**src/rtl/mesa_tx_arbiter_pkg.sv**
```systemverilog
// Shared definitions for the MESA transmit arbiter: FSM state encodings,
// the legal requester-count range and an index-width helper.
package mesa_tx_arbiter_pkg;

    // Legal range for the number of byte-stream sources sharing the link.
    localparam int N_REQ_MIN = 2;
    localparam int N_REQ_MAX = 4;

    // Arbiter FSM: wait for a request, hold one packet, let the converter finish.
    typedef enum logic [1:0] {
        ARB_IDLE  = 2'd0,
        ARB_GRANT = 2'd1,
        ARB_DRAIN = 2'd2
    } arb_state_e;

    // Width of a source index; never narrower than one bit.
    function automatic int idx_width(input int n);
        return (n > 1) ? $clog2(n) : 1;
    endfunction

endpackage

```
**src/rtl/mesa_tx_arbiter_if.sv**
```systemverilog
// Byte-stream bus between the sources, the arbiter and the byte->ASCII
// converter. The arbiter takes the slave view; sources and the converter
// model take the master view.
interface mesa_tx_arbiter_if #(
    parameter int N_REQ = 2
);
    // Source side
    logic [N_REQ-1:0]   req_vec;
    logic [N_REQ-1:0]   gnt_vec;
    logic [8*N_REQ-1:0] req_byte_d;
    logic [N_REQ-1:0]   req_byte_en;
    logic [N_REQ-1:0]   req_byte_done;
    logic [N_REQ-1:0]   req_byte_busy;
    // Converter side
    logic [7:0]         tx_byte_d;
    logic               tx_byte_en;
    logic               tx_byte_done;
    logic               tx_byte_busy;

    modport slave (
        input  req_vec, req_byte_d, req_byte_en, req_byte_done, tx_byte_busy,
        output gnt_vec, req_byte_busy, tx_byte_d, tx_byte_en, tx_byte_done
    );

    modport master (
        output req_vec, req_byte_d, req_byte_en, req_byte_done, tx_byte_busy,
        input  gnt_vec, req_byte_busy, tx_byte_d, tx_byte_en, tx_byte_done
    );

endinterface

```
**src/rtl/mesa_tx_arbiter_rr_pick.sv**
```systemverilog
// mesa_rr_pick: combinational round-robin picker. Searches the request
// vector starting just after last_winner (wrapping) and returns the first
// requester as a one-hot vector plus its index. Output is zero if no request.
module mesa_rr_pick #(
    parameter int N_REQ = 2,
    parameter int IDX_W = 1
) (
    input  logic [N_REQ-1:0] req,
    input  logic [IDX_W-1:0] last_winner,
    output logic [N_REQ-1:0] gnt,
    output logic [IDX_W-1:0] gnt_idx
);

    logic [IDX_W:0]   sum;
    logic [IDX_W-1:0] cand;
    logic             found;

    // Walk the sources in priority order and take the first one requesting.
    always_comb begin
        // NOTE: every output of a combinational block gets a default first, so
        // no path through the loop leaves a signal unassigned (no latch).
        gnt     = '0;
        gnt_idx = '0;
        found   = 1'b0;
        sum     = '0;
        cand    = '0;
        for (int off = 1; off <= N_REQ; off++) begin
            sum = {1'b0, last_winner} + (IDX_W+1)'(off);
            if (sum >= (IDX_W+1)'(N_REQ)) begin
                sum = sum - (IDX_W+1)'(N_REQ);
            end
            cand = sum[IDX_W-1:0];
            if (!found && req[cand]) begin
                found     = 1'b1;
                gnt[cand] = 1'b1;
                gnt_idx   = cand;
            end
        end
    end

endmodule

```
**src/rtl/mesa_tx_arbiter.sv**
```systemverilog
// mesa_tx_arbiter: shares one byte->ASCII/UART transmit path between N_REQ
// byte-stream sources with whole-packet round-robin grants. A granted source
// keeps the link until it strobes byte_done, so packets never interleave.
// Optional idle watchdog: define MESA_TX_ARB_TIMEOUT_EN to force end-of-packet
// on a winner that stays silent for a full TIMEOUT_BITS counter span.
module mesa_tx_arbiter
    import mesa_tx_arbiter_pkg::*;
#(
    parameter int N_REQ        = 2,
    parameter int TIMEOUT_BITS = 16
) (
    input  logic             clk,
    input  logic             reset,
    mesa_tx_arbiter_if.slave bus,
    output logic             arb_err,
    output logic             arb_timeout
);

    localparam int IDX_W = idx_width(N_REQ);

    if (N_REQ < N_REQ_MIN || N_REQ > N_REQ_MAX) begin : g_bad_n_req
        $error("mesa_tx_arbiter: N_REQ out of range");
    end

    arb_state_e       state_q, state_d;
    logic [IDX_W-1:0] win_q, win_d;
    logic [IDX_W-1:0] last_q, last_d;
    logic [IDX_W-1:0] pick_idx;
    logic [N_REQ-1:0] pick_gnt;
    logic [N_REQ-1:0] gnt_q, gnt_d;
    logic [N_REQ-1:0] busy;
    logic [N_REQ-1:0] accept;
    logic [7:0]       tx_d_q, tx_d_d;
    logic             tx_en_q, tx_en_d;
    logic             tx_done_q, tx_done_d;
    logic             err_d;
    logic             win_en, win_done;
    logic [7:0]       win_byte;
    logic             to_fire;

    mesa_rr_pick #(
        .N_REQ(N_REQ),
        .IDX_W(IDX_W)
    ) u_pick (
        .req        (bus.req_vec),
        .last_winner(last_q),
        .gnt        (pick_gnt),
        .gnt_idx    (pick_idx)
    );

    // Current winner's strobes and byte.
    assign win_en   = bus.req_byte_en[win_q];
    assign win_done = bus.req_byte_done[win_q];
    assign win_byte = bus.req_byte_d[{win_q, 3'b000} +: 8];

`ifdef MESA_TX_ARB_TIMEOUT_EN
    // The pulse is registered, so fire on the cycle the counter would reach
    // all-ones; the pulse then lands together with the all-ones count.
    localparam logic [TIMEOUT_BITS-1:0] TO_FIRE_AT = ~TIMEOUT_BITS'(1);

    logic [TIMEOUT_BITS-1:0] to_cnt_q;

    assign to_fire = (state_q == ARB_GRANT) && !win_en && !win_done &&
                     (to_cnt_q == TO_FIRE_AT);

    // Idle watchdog: counts silent GRANT cycles, cleared outside GRANT and on each winner byte.
    always_ff @(posedge clk) begin
        if (reset) begin
            to_cnt_q <= '0;
        end else if (state_q != ARB_GRANT || win_en) begin
            to_cnt_q <= '0;
        end else begin
            to_cnt_q <= to_cnt_q + TIMEOUT_BITS'(1);
        end
    end

    // One-cycle watchdog pulse.
    always_ff @(posedge clk) begin
        if (reset) begin
            arb_timeout <= 1'b0;
        end else begin
            arb_timeout <= to_fire;
        end
    end
`else
    logic [TIMEOUT_BITS-1:0] timeout_unused;

    assign timeout_unused = '0;
    assign to_fire        = 1'b0;
    assign arb_timeout    = 1'b0;
`endif

    // Next-state and registered-output values for the grant FSM.
    always_comb begin
        state_d   = state_q;
        win_d     = win_q;
        last_d    = last_q;
        gnt_d     = gnt_q;
        tx_d_d    = tx_d_q;
        tx_en_d   = 1'b0;
        tx_done_d = 1'b0;
        case (state_q)
            ARB_IDLE: begin
                if (|bus.req_vec) begin
                    state_d = ARB_GRANT;
                    win_d   = pick_idx;
                    gnt_d   = pick_gnt;
                end
            end
            ARB_GRANT: begin
                // A dropped req_vec is ignored: only byte_done (or the
                // watchdog) ends the packet.
                if (win_en) begin
                    tx_en_d = 1'b1;
                    tx_d_d  = win_byte;
                end
                if (win_done || to_fire) begin
                    tx_done_d = 1'b1;
                    state_d   = ARB_DRAIN;
                    last_d    = win_q;
                    gnt_d     = '0;
                end
            end
            ARB_DRAIN: begin
                if (!bus.tx_byte_busy && !tx_done_q) begin
                    state_d = ARB_IDLE;
                end
            end
            default: begin
                state_d = ARB_IDLE;
            end
        endcase
    end

    // Strobes from anyone but the current winner in GRANT are dropped and flagged.
    always_comb begin
        accept = (state_q == ARB_GRANT) ? gnt_q : '0;
        err_d  = |((bus.req_byte_en | bus.req_byte_done) & ~accept);
    end

    // Only the winner in GRANT may see busy low; tx_en_q covers the pipeline cycle.
    always_comb begin
        busy = '1;
        if (!reset && state_q == ARB_GRANT) begin
            busy[win_q] = bus.tx_byte_busy | tx_en_q;
        end
    end

    // State and output registers with synchronous reset.
    always_ff @(posedge clk) begin
        // NOTE: sequential state uses non-blocking assignments so every
        // register samples the pre-edge values, independent of statement order.
        if (reset) begin
            state_q   <= ARB_IDLE;
            win_q     <= '0;
            last_q    <= IDX_W'(N_REQ - 1);
            gnt_q     <= '0;
            tx_d_q    <= '0;
            tx_en_q   <= 1'b0;
            tx_done_q <= 1'b0;
            arb_err   <= 1'b0;
        end else begin
            state_q   <= state_d;
            win_q     <= win_d;
            last_q    <= last_d;
            gnt_q     <= gnt_d;
            tx_d_q    <= tx_d_d;
            tx_en_q   <= tx_en_d;
            tx_done_q <= tx_done_d;
            arb_err   <= err_d;
        end
    end

    assign bus.gnt_vec       = gnt_q;
    assign bus.req_byte_busy = busy;
    assign bus.tx_byte_d     = tx_d_q;
    assign bus.tx_byte_en    = tx_en_q;
    assign bus.tx_byte_done  = tx_done_q;

endmodule

```
**src/flat_wrapper.sv**
```systemverilog
// flat-port wrapper written by rule: the top's interface ports become plain ports
module mesa_tx_arbiter_flat import mesa_tx_arbiter_pkg::*;
#(
    parameter int N_REQ        = 2,
    parameter int TIMEOUT_BITS = 16
)
  (clk, reset, arb_err, arb_timeout, bus_req_vec, bus_req_byte_d, bus_req_byte_en, bus_req_byte_done, bus_tx_byte_busy, bus_gnt_vec, bus_req_byte_busy, bus_tx_byte_d, bus_tx_byte_en, bus_tx_byte_done);
  mesa_tx_arbiter_if #(.N_REQ(N_REQ)) bus_i ();
  input  logic clk;
  input  logic reset;
  output logic arb_err;
  output logic arb_timeout;
  input wire logic [$bits(bus_i.req_vec)-1:0] bus_req_vec;
  input wire logic [$bits(bus_i.req_byte_d)-1:0] bus_req_byte_d;
  input wire logic [$bits(bus_i.req_byte_en)-1:0] bus_req_byte_en;
  input wire logic [$bits(bus_i.req_byte_done)-1:0] bus_req_byte_done;
  input wire logic [$bits(bus_i.tx_byte_busy)-1:0] bus_tx_byte_busy;
  output wire logic [$bits(bus_i.gnt_vec)-1:0] bus_gnt_vec;
  output wire logic [$bits(bus_i.req_byte_busy)-1:0] bus_req_byte_busy;
  output wire logic [$bits(bus_i.tx_byte_d)-1:0] bus_tx_byte_d;
  output wire logic [$bits(bus_i.tx_byte_en)-1:0] bus_tx_byte_en;
  output wire logic [$bits(bus_i.tx_byte_done)-1:0] bus_tx_byte_done;
  assign bus_i.req_vec = bus_req_vec;
  assign bus_i.req_byte_d = bus_req_byte_d;
  assign bus_i.req_byte_en = bus_req_byte_en;
  assign bus_i.req_byte_done = bus_req_byte_done;
  assign bus_i.tx_byte_busy = bus_tx_byte_busy;
  assign bus_gnt_vec = bus_i.gnt_vec;
  assign bus_req_byte_busy = bus_i.req_byte_busy;
  assign bus_tx_byte_d = bus_i.tx_byte_d;
  assign bus_tx_byte_en = bus_i.tx_byte_en;
  assign bus_tx_byte_done = bus_i.tx_byte_done;
  mesa_tx_arbiter #(.N_REQ(N_REQ), .TIMEOUT_BITS(TIMEOUT_BITS)) u_core (.clk(clk), .reset(reset), .bus(bus_i), .arb_err(arb_err), .arb_timeout(arb_timeout));
endmodule
```
**config.mk**
```make
export PLATFORM = sky130hd
export DESIGN_NAME = mesa_tx_arbiter_flat
export DESIGN_NICKNAME = d
export VERILOG_FILES = /design/src/rtl/mesa_tx_arbiter_pkg.sv /design/src/rtl/mesa_tx_arbiter_if.sv /design/src/rtl/mesa_tx_arbiter_rr_pick.sv /design/src/rtl/mesa_tx_arbiter.sv /design/src/flat_wrapper.sv
export SDC_FILE = /design/constraint.sdc
export NUM_CORES = 1
export LEC_CHECK = 0
export ABC_AREA = 1
export ABC_CLOCK_PERIOD_IN_PS = 1200
export CAP_MARGIN = 40
export CORE_UTILIZATION = 39
export DETAILED_ROUTE_END_ITERATION = 16
export PLACE_DENSITY_LB_ADDON = 0.15
export SKIP_LAST_GASP = 1
export SLEW_MARGIN = 5
export SYNTH_ARGS = -nofsm -noshare
export SYNTH_HDL_FRONTEND = slang
export SYNTH_SLANG_ARGS = --single-unit
```
**constraint.sdc**
```tcl
create_clock -name clk -period 1.2 [get_ports clk]
set_input_delay 0.18 -clock clk [delete_from_list [all_inputs] [get_ports clk]]
set_output_delay 0.18 -clock clk [all_outputs]
set_load 0.1 [all_outputs]
```
==> key figures, run 1 <==
Synth
  • Syn. warnings: 0
  • Seq cells post-synth: 17
  • Net count after synthesis: 142
  • Avg Cell Area, Syn: approximately 7.2 um2
  • Cells after synthesis: 117
  • Yosys cell types: 22
  • Post-Syn Area: 844.6 um2
  • Sequential element share of the synthesized area: 0.4030

Pwr
  • Logic pwr share: 0.430
  • Pwr Density: 1174 nW/um2
  • Sw Ratio: 0.4014
  • Int Pwr: 1.031 mW
  • Net load switching power: 0.6912 mW
  • Peak VDD IR: approximately 770 uV
  • Clock power share: 0.179
  • Overall power: ~1.7 mW
  • P_leak: between 0.6 and 0.7 nW
  • Sequential share of power: 0.391

Final layout
  • Antenna Cells: 0
  • Final core utilization: 0.7325
  • Fillers: 164
  • Final instance area: 1466 um2
  • Area growth syn-to-layout: 73.63%
  • Finished Layout Cells: 187
  • Reg area: ~360 um2
  • Fin nets: 186
  • Layout cells sized above 1: 0.3375
  • Multi-input gate area: 414.1 um2

Min path
  • Min-Delay Path Class: register to register

Clocking
  • Clock root cell: clkbuf_4
  • Clock buffer depth: 2
  • Clock transition at path regs: 0.11 ns
  • TritonCTS Buffers: 3
  • Clk_lat worst skew: ~0.29 ns
  • H-tree lvl count: 1
  • TritonCTS Sinks: 17
  • TritonCTS clock tree: built

Drt
  • Routed WL: 2125 um
  • DRC viols: 0
  • Final ANT Viol Nets: 0
  • Starting DRT DRC Count: 22
  • DR vias: ~900
  • DR pass1 iterations: 4
  • Wirelength per Cell: 11.36 um
  • Via density: 4.722

Place
  • DP Area: 1420 um2
  • Post-Place Cells: around 180
  • Final GP Congestion: 0.7569
  • HPWL Detailed: 1618 um
  • Setup WS pre-CTS: -0.1398 ns
  • Port Buffers: 39

Worst setup path
  • Critical path type: register to output pin
  • CP Data Required Time: ~1.0 ns
  • CP startpoint kind: register
  • Worst Path Max Fanout: 2
  • Crit path DAT: 1.18 ns
  • Setup crit end kind: output pin

Floorplan
  • Die area: between 2000 and 2500 um2
  • Initial Util: 0.4219
  • Die Y-Extent: 48.54 um
  • Core ar.: 2002 um2
  • I/O pin cnt: 41
  • Row count: 16
  • Die W: around 49 um

Global route
  • Initial antenna violation count: 0
  • Busiest layer in global routing: met2
  • GR Overflow Total: 0
  • Pin count of the biggest net entering global routing: 16
  • Met2 Resource Use GR: 0.3427
  • GR Util met1: 0.2268
  • First-pass GRT wire length: 3470 um
  • GR Util met3: 0.03459
  • Vias in the first global route: 825
  • Total GRT Usage: 0.1897

Flow run
  • Max cap viols: 0

Timing
  • Setup Skew: roughly 0.0091 ns
  • Max Transition Viols Final: 0
  • Maximum clock frequency: between 700 and 800 MHz
  • Period utilization: 1.132
  • RSZ-0062 raised after global routing: true
  • Setup ws final: -0.1585 ns
  • Min Hold Slack: around 0.48 ns
  • Final TNS setup: -0.3070 ns
  • Final min period: roughly 1.4 ns
  • Final hold vios: 0
  • Final setup vio count: 2

Run status
  • Outcome: finished with violations
  • Failing checks: setup timing
[power groups by stage]
| stage | combinational (mW) | clock (mW) | sequential (mW) |
|---|---|---|---|
| floorplan | 0.270 | 0 | 0.882 |
| global placement | 0.723 | 0 | 0.683 |
| detailed placement | 0.730 | 0 | 0.684 |
| CTS | 0.744 | 0.314 | 0.673 |
| global route | 0.783 | 0.333 | 0.679 |
| finish | 0.740 | 0.309 | 0.673 |
[critical path: stages, from the launching register on]
cell and delay, ns:
dfxtp_2 0.34, inv_2 0.06, nand2_4 0.05, nor2_4 0.08
nand4_1 0.14, buf_12 0.21
[cells in the mapped netlist]
master,count,area share
a21oi_1,14,0.083
a21oi_2,1,0.010
buf_12,1,0.024
buf_2,1,0.0059
buf_4,1,0.0089
buf_6,2,0.027
clkbuf_1,1,0.0044
clkinv_4,1,0.010
conb_1,1,0.0044
dfxtp_1,17,0.40
inv_1,6,0.027
inv_2,2,0.0089
nand2_1,41,0.18
nand2_2,4,0.030
nand2_4,3,0.040
nand3_1,9,0.053
nand4_1,2,0.015
nor2_1,5,0.022
o211ai_1,2,0.018
o21ai_0,1,0.0059
o21ai_2,1,0.010
o22ai_1,1,0.0074
[per-layer routing]
layer | vias up | part of all wire
met4 | 0 | 0.0066
met1 | 386 | 0.44
met2 | 36 | 0.49
met5 | - | 0
met3 | 2 | 0.064
li1 | 459 | -
[cell usage in the layout (no fill, tap or decap), drive strengths merged]
master,n
nand2,48
clkdlybuf4s50,24
buf,21
dfxtp,17
a21oi,15
nand3,9
inv,8
nor2,5
clkbuf,3
nand4,2
o211ai,2
clkinv,2
o21ai,2
o22ai,1
conb,1
[area by class of cell]
type                       count  area share
sequential                    17      0.2483
multi-input combinational     85      0.2824
tap                           27     0.02304
timing repair buffer          45      0.3993
clock inverter                 1    0.003413
inverter                       9     0.02816
clock buffer                   3     0.01536
[flip-flops by register name (all words and copies together), names as in the netlist]
register and cells:
u_core.arb_err 1, u_core.bus.gnt_vec 2, u_core.bus.tx_byte_d 8, u_core.bus.tx_byte_done 1
u_core.bus.tx_byte_en 1, u_core.last_q 1, u_core.state_q 2, u_core.win_q 1
[path summary, 6_finish.rpt]
| check | cells after the start | end | slack [ns] | from |
|---|---|---|---|---|
| max | 5 | bus_req_byte_busy[0] | -0.16 | u_core.state_q[1] |
| min | 2 | u_core.bus.tx_byte_d[4] | 0.48 | u_core.bus.tx_byte_d[4] |
| max reg2reg | 7 | u_core.bus.tx_byte_d[2] | 0.09 | u_core.state_q[1] |
| min reg2reg | 2 | u_core.bus.tx_byte_d[4] | 0.48 | u_core.bus.tx_byte_d[4] |
[kinds of logic (layout without fill, tap and decap cells)]
logic type             after synthesis  in the layout  share of synthesized area
other                                1              1                   0.004440
DFF                                 17             17                     0.4030
buffers and inverters               15             58                     0.1156
AOI/OAI and AO/OA                   20             20                     0.1348
and+or+nand+nor                     64             64                     0.3422
[repair_timing]
action                     4_1_cts  5_1_grt
hold buffers                     0        0
setup endpoints to repair        2       14
cloned                           0        0
setup buffers                    1        0
pin swaps                        2        2
resized for setup                3        1
Note: power is estimated with default switching activity, not from simulation.
==> run 2, diff against run 1 <==
--- a/config.mk
+++ b/config.mk
@@ -6,9 +6,9 @@
 export NUM_CORES = 1
 export LEC_CHECK = 0
 export ABC_AREA = 1
-export ABC_CLOCK_PERIOD_IN_PS = 1200
 export CAP_MARGIN = 40
 export CORE_UTILIZATION = 39
+export CTS_CLUSTER_DIAMETER = 30
 export DETAILED_ROUTE_END_ITERATION = 16
 export PLACE_DENSITY_LB_ADDON = 0.15
 export SKIP_LAST_GASP = 1
==> results of run 2 <==
Final layout, timing and power as in run 1 (identical DEF).
==> run 3, diff against run 2 <==
--- a/config.mk
+++ b/config.mk
@@ -11,6 +11,7 @@
 export CTS_CLUSTER_DIAMETER = 30
 export DETAILED_ROUTE_END_ITERATION = 16
 export PLACE_DENSITY_LB_ADDON = 0.15
+export REMOVE_ABC_BUFFERS = 1
 export SKIP_LAST_GASP = 1
 export SLEW_MARGIN = 5
 export SYNTH_ARGS = -nofsm -noshare
==> run 3 against run 2 <==
The run still ends with setup timing left. Utilization up 2.1 points. Final area up 2.8%. First-iteration DRC count down 36%. Setup slack better by 0.027 ns. Combinational power up 6.8%. Largest cell class unchanged. Largest power group unchanged.
==> key figures, run 3 (synthesized netlist as in run 1, its figures left out) <==
Timing
  • Setup Skew: 0.005564 ns (-0.003569 ns)
  • Final min period: 1.331 ns (-0.02717 ns)
  • Max Transition Viols Final: 0 (unchanged)
  • Min Hold Slack: 0.4264 ns (-0.05782 ns)
  • Period utilization: 1.109 (-0.02264)
  • RSZ-0062 raised after global routing: true
  • Final setup vio count: 2 (unchanged)
  • Setup ws final: -0.1313 ns (+0.02717 ns)
  • Final TNS setup: -0.2582 ns (+0.04875 ns)
  • Final hold vios: 0 (unchanged)
  • Maximum clock frequency: 751.1 MHz (+2.0%)

Min path
  • Min-Delay Path Class: input port to register
  • Hold Crit Depth: 3 (+1)
  • Hold Path Sink: u_core.bus.tx_byte_d[5]
  • Hold Path Origin: reset

Place
  • Setup WS pre-CTS: -0.1421 ns (-0.002292 ns)
  • Final GP Congestion: 0.7705 (+1.8%)
  • HPWL Detailed: 1676 um (+3.6%)
  • Post-Place Cells: 187 (+2.7%)
  • DP Area: 1435 um2 (+1.1%)
  • Port Buffers: 39 (unchanged)

Floorplan
  • Die Y-Extent: 48.54 um (unchanged)
  • Row count: 16 (unchanged)
  • I/O pin cnt: 41 (unchanged)
  • Core ar.: 2002 um2 (unchanged)
  • Die area: 2356 um2 (unchanged)
  • Die W: 48.54 um (unchanged)
  • Initial Util: 0.4219 (unchanged)

Pwr
  • Sequential share of power: 0.376 (-0.015)
  • Clock power share: 0.177 (-0.002)
  • Net load switching power: 0.7177 mW (+3.8%)
  • Int Pwr: 1.049 mW (+1.8%)
  • Overall power: 1.767 mW (+2.6%)
  • Logic pwr share: 0.447 (+0.017)
  • Peak VDD IR: 757.2 uV (-1.5%)
  • Pwr Density: 1172 nW/um2 (-0.21%)
  • P_leak: 0.6515 nW (+4.0%)
  • Sw Ratio: 0.4062 (+0.004803)

Worst setup path
  • CP peak stage delay: 0.34 ns (about the same)
  • Worst R2R Setup Slack: 0.11 ns (+0.02 ns)
  • CP bufs+invs: 2 (unchanged)
  • R2r worst-path depth: 7 (unchanged)
  • Worst path slowest cell: dfxtp_2
  • Setup crit end kind: output pin
  • CP startpoint kind: register
  • CP Data Required Time: 1.02 ns (about the same)
  • Reg2reg start: u_core.state_q[1]
  • Crit path DAT: 1.15 ns (-0.03 ns)
  • Critical path type: register to output pin
  • Worst Path Max Fanout: 2 (unchanged)
  • Crit-path leading delay family: flip-flops
  • R2R Path End: u_core.last_q
  • Crit-path cells: inv_2 > nand2_4 > nor2_4 > nand4_1 > buf_12

Clocking
  • H-tree lvl count: 1 (unchanged)
  • TritonCTS Sinks: 17 (unchanged)
  • Clock root cell: clkbuf_4
  • TritonCTS Buffers: 3 (unchanged)
  • Clock transition at path regs: 0.10 ns (about the same)
  • Clock buffer depth: 2 (unchanged)
  • TritonCTS clock tree: built
  • Clk_lat worst skew: 0.29 ns (about the same)

Run status
  • Failing checks: setup timing
  • Outcome: finished with violations

Flow run
  • Max cap viols: 0 (unchanged)

Drt
  • Routed WL: 2209 um (+4.0%)
  • Via density: 4.813 (+1.9%)
  • DRC viols: 0 (unchanged)
  • Starting DRT DRC Count: 14 (-36%)
  • DR vias: 924 (+4.6%)
  • Wirelength per Cell: 11.51 um (+1.2%)
  • DR pass1 iterations: 5 (+1)
  • Final ANT Viol Nets: 0 (unchanged)

Final layout
  • Final core utilization: 0.7531 (+0.02063)
  • Finished Layout Cells: 192 (+2.7%)
  • Max reg flops: 8 (unchanged)
  • Area growth syn-to-layout: 78.52%
  • Most frequent cells in the layout: nand2_1, clkdlybuf4s50_1, buf_12
  • Fin nets: 191 (+2.7%)
  • Layout cells sized above 1: 0.2848 (-0.05265)
  • Antenna Cells: 0 (unchanged)
  • Final instance area: 1508 um2 (+2.8%)
  • Commonest non-fill, non-tap cell in the layout: nand2_1

Global route
  • Total GRT Usage: 0.1927 (+0.002978)
  • Pin count of the biggest net entering global routing: 16 (unchanged)
  • GR Overflow Total: 0 (unchanged)
  • Initial antenna violation count: 0 (unchanged)
  • Vias in the first global route: 831 (+0.73%)
  • First-pass GRT wire length: 3532 um (+1.8%)
## run 3: cell count changes in the layout (fill, tap and decap cells not counted), sizes merged
cell,previous run,this run
clkdlybuf4s50,24,23
buf,21,25
inv,8,9
dlymetal6s2s,0,1
## run 3: power groups by stage
| stage | clock network, mW | logic, mW | registers [mW] |
|---|---|---|---|
| after detailed placement | 0 | 0.758 | 0.673 |
| after global placement | 0 | 0.748 | 0.672 |
| after floorplan | 0 | 0.214 | 0.879 |
| final | 0.312 | 0.790 | 0.664 |
| after CTS | 0.314 | 0.774 | 0.664 |
| after global routing | 0.333 | 0.832 | 0.671 |
## run 3: cell type report
class / count / area (um2)
Timing Repair Buffer: 49 / 618.1
Tap cell: 27 / 33.78
Fill cell: 147 / 494.2
Inverter: 9 / 48.80
Timing Repair inverter: 1 / 8.758
Multi-Input combinational cell: 85 / 426.7
Clock buffer: 3 / 22.52
Clock inverter: 1 / 5.005
Sequential cell: 17 / 344.1
## run 3: layer usage
metal / vias to the layer above / part of all wire / global-route usage
met3: 4 / 0.065 / 0.03459
met2: 39 / 0.49 / 0.3545
met4: 0 / 0.0086 / 0.05882
li1: 477 / - / -
met5: - / 0 / 0
met1: 404 / 0.43 / 0.2252
## run 3: worst max-delay path by stage
stage / start / to / slack, ns / cells past startpoint
after floorplan: u_core.bus.tx_byte_en / bus_req_byte_busy[0] / -0.78 / 2
after global placement: reset / bus_req_byte_busy[1] / -0.14 / 4
after detailed placement: reset / bus_req_byte_busy[1] / -0.14 / 4
after CTS: u_core.state_q[1] / bus_req_byte_busy[1] / -0.16 / 5
after global routing: u_core.state_q[1] / bus_req_byte_busy[1] / -0.20 / 5
final: u_core.state_q[1] / bus_req_byte_busy[1] / -0.13 / 5
## run 3: worst register-to-register path: stages (launching register included)
cell and delay [ns]:
dfxtp_2 0.35, inv_2 0.05, nand2_4 0.06, buf_4 0.18, clkinv_8 0.09, nand2_2 0.11
nand2_1 0.07, o211ai_1 0.10
## run 3: what timing repair did
item | in CTS | in global routing
gates resized for setup | 6 | 5
buffers inserted | 1 | 0
gates cloned | 0 | 1
pin swaps | 1 | 1
setup endpoints to repair | 2 | 13
hold buffers | 0 | 0
